**config.mk**
```make
export PLATFORM = sky130hd
export DESIGN_NAME = bus_watchdog_mc
export DESIGN_NICKNAME = d
export VERILOG_FILES = /design/src/rtl/bus_wdt_pkg.sv /design/src/rtl/bus_wdt_channel.sv /design/src/rtl/bus_watchdog_mc.sv
export SDC_FILE = /design/constraint.sdc
export NUM_CORES = 1
export LEC_CHECK = 0
export ABC_AREA = 1
export CAP_MARGIN = 10
export CELL_PAD_IN_SITES_DETAIL_PLACEMENT = 1
export CELL_PAD_IN_SITES_GLOBAL_PLACEMENT = 1
export CORE_UTILIZATION = 50
export CTS_BUF_LIST = sky130_fd_sc_hd__clkbuf_8
export DETAILED_ROUTE_END_ITERATION = 10
export PLACE_DENSITY = 0.93
export SLEW_MARGIN = 20
export SYNTH_ARGS = -nofsm -noshare
export SYNTH_HDL_FRONTEND = slang
export SYNTH_SLANG_ARGS = --single-unit
```
**constraint.sdc**
```tcl
create_clock -name clk_i -period 6.7 [get_ports clk_i]
set_input_delay 1.34 -clock clk_i [delete_from_list [all_inputs] [get_ports clk_i]]
set_output_delay 1.34 -clock clk_i [all_outputs]
set_load 0.01 [all_outputs]
```
**src/rtl/bus_wdt_pkg.sv**
```systemverilog
// Shared types and CSR offsets for the multi-channel bus watchdog.
package bus_wdt_pkg;

  typedef enum logic [1:0] {
    StIdle    = 2'd0,
    StArmed   = 2'd1,
    StTimeout = 2'd2
  } wdt_state_e;

  // CSR offsets relative to the block base address
  localparam int unsigned CtrlOffset     = 0;
  localparam int unsigned StatusOffset   = 1;
  localparam int unsigned IrqEnOffset    = 2;
  localparam int unsigned InfoOffset     = 3;
  localparam int unsigned Timeout0Offset = 4;

endpackage

```
**src/rtl/bus_wdt_channel.sv**
```systemverilog
// One watchdog channel: arms on a new request, counts cycles until ack,
// and fires a single registered abort pulse when the budget runs out.
module bus_wdt_channel
  import bus_wdt_pkg::*;
#(
  parameter int unsigned CNT_WIDTH = 32
) (
  input  logic                 clk_i,
  input  logic                 rst_ni,
  input  logic                 en_i,
  input  logic                 req_i,
  input  logic                 ack_i,
  input  logic [CNT_WIDTH-1:0] timeout_i,
  output logic                 fire_o,
  output logic                 abort_o
);

  wdt_state_e           state_q, state_d;
  logic [CNT_WIDTH-1:0] cnt_q, cnt_d;
  logic                 abort_q;

  // Next-state, counter and timeout-fire decode
  always_comb begin
    state_d = state_q;
    cnt_d   = cnt_q;
    fire_o  = 1'b0;
    unique case (state_q)
      StIdle: begin
        if (en_i && req_i && !ack_i) begin
          state_d = StArmed;
          cnt_d   = '0;
        end
      end
      StArmed: begin
        if (!en_i) begin
          state_d = StIdle;
          cnt_d   = '0;
        end else if (ack_i) begin
          // Ack beats a coincident timeout compare
          state_d = StIdle;
          cnt_d   = '0;
        end else if ((timeout_i != '0) && (cnt_q >= timeout_i - CNT_WIDTH'(1))) begin
          state_d = StTimeout;
          fire_o  = 1'b1;
        end else if (cnt_q != '1) begin
          cnt_d = cnt_q + CNT_WIDTH'(1);
        end
      end
      StTimeout: begin
        // Hold off re-arming until the requester lets go
        if (!req_i) begin
          state_d = StIdle;
          cnt_d   = '0;
        end
      end
      default: begin
        state_d = StIdle;
        cnt_d   = '0;
      end
    endcase
  end

  // State, counter and abort pulse registers
  always_ff @(posedge clk_i or negedge rst_ni) begin
    if (!rst_ni) begin
      state_q <= StIdle;
      cnt_q   <= '0;
      abort_q <= 1'b0;
    end else begin
      state_q <= state_d;
      cnt_q   <= cnt_d;
      abort_q <= fire_o;
    end
  end

  assign abort_o = abort_q;

endmodule

```
**src/rtl/bus_watchdog_mc.sv**
```systemverilog
// Multi-channel bus watchdog: CSR file, sticky timeout status and interrupt,
// with one bus_wdt_channel per monitored requester.
module bus_watchdog_mc
  import bus_wdt_pkg::*;
#(
  parameter int unsigned            NUM_CH      = 4,
  parameter int unsigned            ADDR_WIDTH  = 12,
  parameter int unsigned            DATA_WIDTH  = 32,
  parameter int unsigned            CNT_WIDTH   = 32,
  parameter logic [ADDR_WIDTH-1:0]  BASE_ADDR   = 12'hB00,
  parameter int unsigned            RST_TIMEOUT = 1000
) (
  input  logic                  clk_i,
  input  logic                  rst_ni,
  input  logic [ADDR_WIDTH-1:0] csr_addr_i,
  input  logic [DATA_WIDTH-1:0] csr_wdata_i,
  input  logic                  csr_write_en_i,
  output logic [DATA_WIDTH-1:0] csr_rdata_o,
  input  logic [NUM_CH-1:0]     ch_req_i,
  input  logic [NUM_CH-1:0]     ch_ack_i,
  output logic [NUM_CH-1:0]     ch_abort_o,
  output logic                  irq_o
);

  if ((NUM_CH < 1) || (NUM_CH > DATA_WIDTH)) begin : gen_bad_num_ch
    $error("NUM_CH must be in 1..DATA_WIDTH");
  end
  if ((CNT_WIDTH < 1) || (CNT_WIDTH > DATA_WIDTH)) begin : gen_bad_cnt_width
    $error("CNT_WIDTH must be in 1..DATA_WIDTH");
  end

  function automatic logic addr_hit(input logic [ADDR_WIDTH-1:0] addr, input int unsigned off);
    return addr == (BASE_ADDR + ADDR_WIDTH'(off));
  endfunction

  logic [NUM_CH-1:0]                ctrl_q, ctrl_d;
  logic [NUM_CH-1:0]                status_q, status_d;
  logic [NUM_CH-1:0]                irq_en_q, irq_en_d;
  logic [NUM_CH-1:0][CNT_WIDTH-1:0] timeout_q, timeout_d;
  logic [NUM_CH-1:0]                fire;
  logic                             unused_wdata;

  // Upper write-data bits have no storage
  assign unused_wdata = ^csr_wdata_i;

  // CSR write decode and sticky status update
  always_comb begin
    ctrl_d    = ctrl_q;
    irq_en_d  = irq_en_q;
    timeout_d = timeout_q;
    status_d  = status_q;
    if (csr_write_en_i) begin
      if (addr_hit(csr_addr_i, CtrlOffset))   ctrl_d   = csr_wdata_i[NUM_CH-1:0];
      if (addr_hit(csr_addr_i, IrqEnOffset))  irq_en_d = csr_wdata_i[NUM_CH-1:0];
      if (addr_hit(csr_addr_i, StatusOffset)) status_d = status_q & ~csr_wdata_i[NUM_CH-1:0];
      for (int i = 0; i < NUM_CH; i++) begin
        if (addr_hit(csr_addr_i, Timeout0Offset + i)) begin
          timeout_d[i] = csr_wdata_i[CNT_WIDTH-1:0];
        end
      end
    end
    // A timeout in the same cycle as a W1C keeps the bit set
    status_d = status_d | fire;
  end

  // CSR and status registers
  always_ff @(posedge clk_i or negedge rst_ni) begin
    if (!rst_ni) begin
      ctrl_q    <= '0;
      status_q  <= '0;
      irq_en_q  <= '0;
      timeout_q <= {NUM_CH{CNT_WIDTH'(RST_TIMEOUT)}};
    end else begin
      ctrl_q    <= ctrl_d;
      status_q  <= status_d;
      irq_en_q  <= irq_en_d;
      timeout_q <= timeout_d;
    end
  end

  // Combinational CSR read mux
  always_comb begin
    csr_rdata_o = '0;
    if (addr_hit(csr_addr_i, CtrlOffset))   csr_rdata_o = DATA_WIDTH'(ctrl_q);
    if (addr_hit(csr_addr_i, StatusOffset)) csr_rdata_o = DATA_WIDTH'(status_q);
    if (addr_hit(csr_addr_i, IrqEnOffset))  csr_rdata_o = DATA_WIDTH'(irq_en_q);
    if (addr_hit(csr_addr_i, InfoOffset))   csr_rdata_o = DATA_WIDTH'(NUM_CH);
    for (int i = 0; i < NUM_CH; i++) begin
      if (addr_hit(csr_addr_i, Timeout0Offset + i)) csr_rdata_o = DATA_WIDTH'(timeout_q[i]);
    end
  end

  assign irq_o = |(status_q & irq_en_q);

  for (genvar g = 0; g < NUM_CH; g++) begin : gen_ch
    bus_wdt_channel #(
      .CNT_WIDTH (CNT_WIDTH)
    ) u_ch (
      .clk_i     (clk_i),
      .rst_ni    (rst_ni),
      .en_i      (ctrl_q[g]),
      .req_i     (ch_req_i[g]),
      .ack_i     (ch_ack_i[g]),
      .timeout_i (timeout_q[g]),
      .fire_o    (fire[g]),
      .abort_o   (ch_abort_o[g])
    );
  end

endmodule

```
==> reports/qor.yml <==
drive_above_1_share: 0.0567
cts-root-buf: "clkbuf_8"
worst_slack_ns: 1.08
drtAntennaViolNets: 0
cts.clk_slew.worst_paths_ns: 0.05
die_w_um: 210
setup_violations: 0
postCtsSetupRepairBufs: 0
ctsResizeCount: 0
seqPwrFrac: 0.424
port_buffers: 91
rr_startpoint: "timeout_q[32]"
gp_congestion: 0.929
finish.utilization: 0.572
reg2reg_to: "gen_ch[1].u_ch.cnt_q[24]"
num_rows: 75
synth_top_area_cell: "dfrtp_1"
post-place-ws_ns: 1.08
p_sw_frac: 0.267
syn_avg_cell_area_sq_um: 6.82
wl_per_cell_um: 21.1
cap_violations: 0
worstMarginPinSlew_ns: 1.06
fillers: 5617
yosysWarnings: 0
p_clk_frac: 0.495
yosys-top-cells-area: "dfrtp_1 30%, nand2_1 16%, ha_1 7.9%"
vias: 22400
final_cells: 3857
cts_tree: "done"
clk_latency_ns: 0.66
cts_buffers: 52
slowest_stage: "nor2_2"
track_usage: 0.375
power_switching_mw: 1.09
hold_ws_ns: 0.485
r2r_setup_slack_ns: 1.93
critical-path-top-cell-by-count: "clkdlybuf4s50_1"
cts_buffer_depth: 3
die_h_um: 210
worstPathArrival_ns: 4.28
wirelength_mm: 81.4
fmax_mhz: 178
grt_overflow_total: 0
h-tree-depth: 2
setup_tns_ns: 0
p_comb_frac: 0.080
hold_depth: 1
peakVddDrop_uv: 121
crit_required_ns: 5.36
path_class: "input pin to primary output"
synth_ff_type: "dfrtp_1"
viasPerCell: 5.80
core_sq_um: 42300
min_to: "gen_ch[2].u_ch.state_q[0]"
drt_iter0_markers: 1349
ys_ff_latch: 280
maxSlewViolCount: 0
yosysUniqueCellTypes: 57
grt_max_degree: 113
hp-start: "gen_ch[2].u_ch.state_q[0]"
initial_utilization: 0.511
place_inst: 3759
fin_skew_ns: 0.0262
synth-seq-area-share: 0.325
reg2reg_depth: 20
synthesis.nets: 3362
hpwl_mm: 60.7
placed_area_sq_um: 22900
pin_count: 92
finalPower_mw: 4.10
drcViolationCount: 0
relSlewSlack: 0.290
syn_inst: 3171
die_area_sq_um: 44100
fin_nets: 3427
area_growth_syn_to_layout_pct: 11.8
hp-class: "flip-flop to flip-flop"
start_kind: "input pin"
grt_pass1_vias: 24000
synth_edf_count: 0
antenna_found_initial: 2
p_int_mw: 3.01
syn_area_sq_um: 21600
crit_path_cell_trace: "clkdlybuf4s50_1 > nand2_1 > inv_1 > nand4_1 > nor2_2 > buf_4 > nand3_1 > a41oi_1 > clkdlybuf4s50_1"
grt_pass1_wl_mm: 130
finalInstanceArea_sq_um: 24200
report.final.hold_viol_count: 0
cpPeakStageDelay_ns: 0.69
crit_path_end_kind: "primary output"
synth_top_area_frac: 0.296
min_period_ns: 5.62
rsz0062_at_grt: "no"
min_period_over_period: 0.839
critPathMaxFanout: 17
clock-sinks: 280
cts_hold_buf: 0
status: "finished clean"
powerDensity_nw_per_um2: 169
synthArstFlopShare: 1.00
firstDrtPassIters: 5
total_leakage_power_nw: 12.2
## synthesized netlist by cell type (4+ instances only)
| library cell | n |
|---|---|
| a21o_1 | 4 |
| nand2_1 | 944 |
| dfrtp_1 | 256 |
| nor2_2 | 14 |
| inv_2 | 7 |
| nand2_2 | 4 |
| o21ai_0 | 167 |
| o2111ai_1 | 7 |
| xnor2_1 | 71 |
| dfstp_2 | 24 |
| nor3_1 | 92 |
| nor2_1 | 422 |
| o21a_1 | 11 |
| inv_1 | 311 |
| clkbuf_1 | 54 |
| nand4_1 | 61 |
| buf_6 | 9 |
| buf_2 | 17 |
| xor2_1 | 113 |
| nor4_1 | 16 |
| o31ai_1 | 4 |
| a41oi_1 | 16 |
| buf_4 | 12 |
| a21oi_1 | 76 |
| nor2_4 | 5 |
| ha_1 | 136 |
| o211ai_1 | 4 |
| nand3_1 | 246 |
| nor4b_1 | 4 |
| o21ai_1 | 16 |
## layout by cell type (no fill, tap or decap), types with 24 or more instances in the layout
| cell type | count |
|---|---|
| ha_1 | 136 |
| nor2_1 | 420 |
| xor2_1 | 113 |
| dfstp_2 | 24 |
| nand4_1 | 61 |
| o21ai_0 | 167 |
| xnor2_1 | 71 |
| inv_1 | 317 |
| nand2_1 | 941 |
| nand3_1 | 246 |
| clkdlybuf4s50_1 | 90 |
| dfrtp_1 | 256 |
| a21oi_1 | 76 |
| nor3_1 | 92 |
| clkbuf_8 | 64 |
## kinds of logic after synthesis
logic type	after synthesis	synth area share
compound gates	317	0.0813
buf+inv	415	0.0782
xor+xnor	184	0.0745
fa+ha+maj	136	0.0786
flops	280	0.325
simple gates	1839	0.362
## cell type report
| type | instances | area, sq um | area share |
|---|---|---|---|
| Clock buffer | 64 | 881 | 0.0364 |
| Antenna cell | 1 | 2.50 | 0.000103 |
| Inverter | 320 | 1200 | 0.0496 |
| Clock inverter | 33 | 374 | 0.0155 |
| Multi-Input combinational cell | 2476 | 12900 | 0.535 |
| Timing Repair Buffer | 106 | 1040 | 0.0430 |
| Sequential cell | 280 | 7040 | 0.291 |
| Tap cell | 577 | 722 | 0.0298 |
## how the worst max path moves through the flow
stage / start / endpoint / slack (ns)
2_1_floorplan: csr_addr_i[5] / csr_rdata_o[9] / 2.69
3_3_place_gp: csr_addr_i[2] / csr_rdata_o[14] / 1.08
3_5_place_dp: csr_addr_i[8] / csr_rdata_o[14] / 1.08
4_1_cts: csr_addr_i[8] / csr_rdata_o[14] / 1.06
5_1_grt: csr_addr_i[8] / csr_rdata_o[14] / 0.83
6_report: csr_addr_i[8] / csr_rdata_o[19] / 1.08
## routing by layer
metal / global-route usage / vias up / routed length [um]
met4: 0.222 / 2 / 4690
met3: 0.0477 / 262 / 3270
met1: 0.435 / 11100 / 32500
li1: - / 10400 / -
met5: 0 / - / 17
met2: 0.662 / 600 / 40900
## critical path: cells and delay by family
| family | cells | cell delay (ns) |
|---|---|---|
| buf+inv | 4 | 1.55 |
| simple gates | 4 | 1.10 |
| compound gates | 1 | 0.28 |
## flip-flops by register name (all words and copies together) (netlist names)
| name | count |
|---|---|
| gen_ch.u_ch.state_q | 8 |
| ctrl_q | 4 |
| timeout_q | 128 |
| gen_ch.u_ch.cnt_q | 128 |
| gen_ch.u_ch.abort_o | 4 |
| irq_en_q | 4 |
| status_q | 4 |
## power groups by stage
stage / Combinational, mW / Clock (mW) / Sequential (mW)
global route: 0.366 / 2.11 / 1.74
CTS: 0.329 / 2.05 / 1.74
detailed placement: 0.320 / 0 / 1.77
finish: 0.329 / 2.03 / 1.74
global placement: 0.298 / 0 / 1.77
floorplan: 0.181 / 0 / 1.76
No activity file was read; power rests on OpenSTA's default activity.
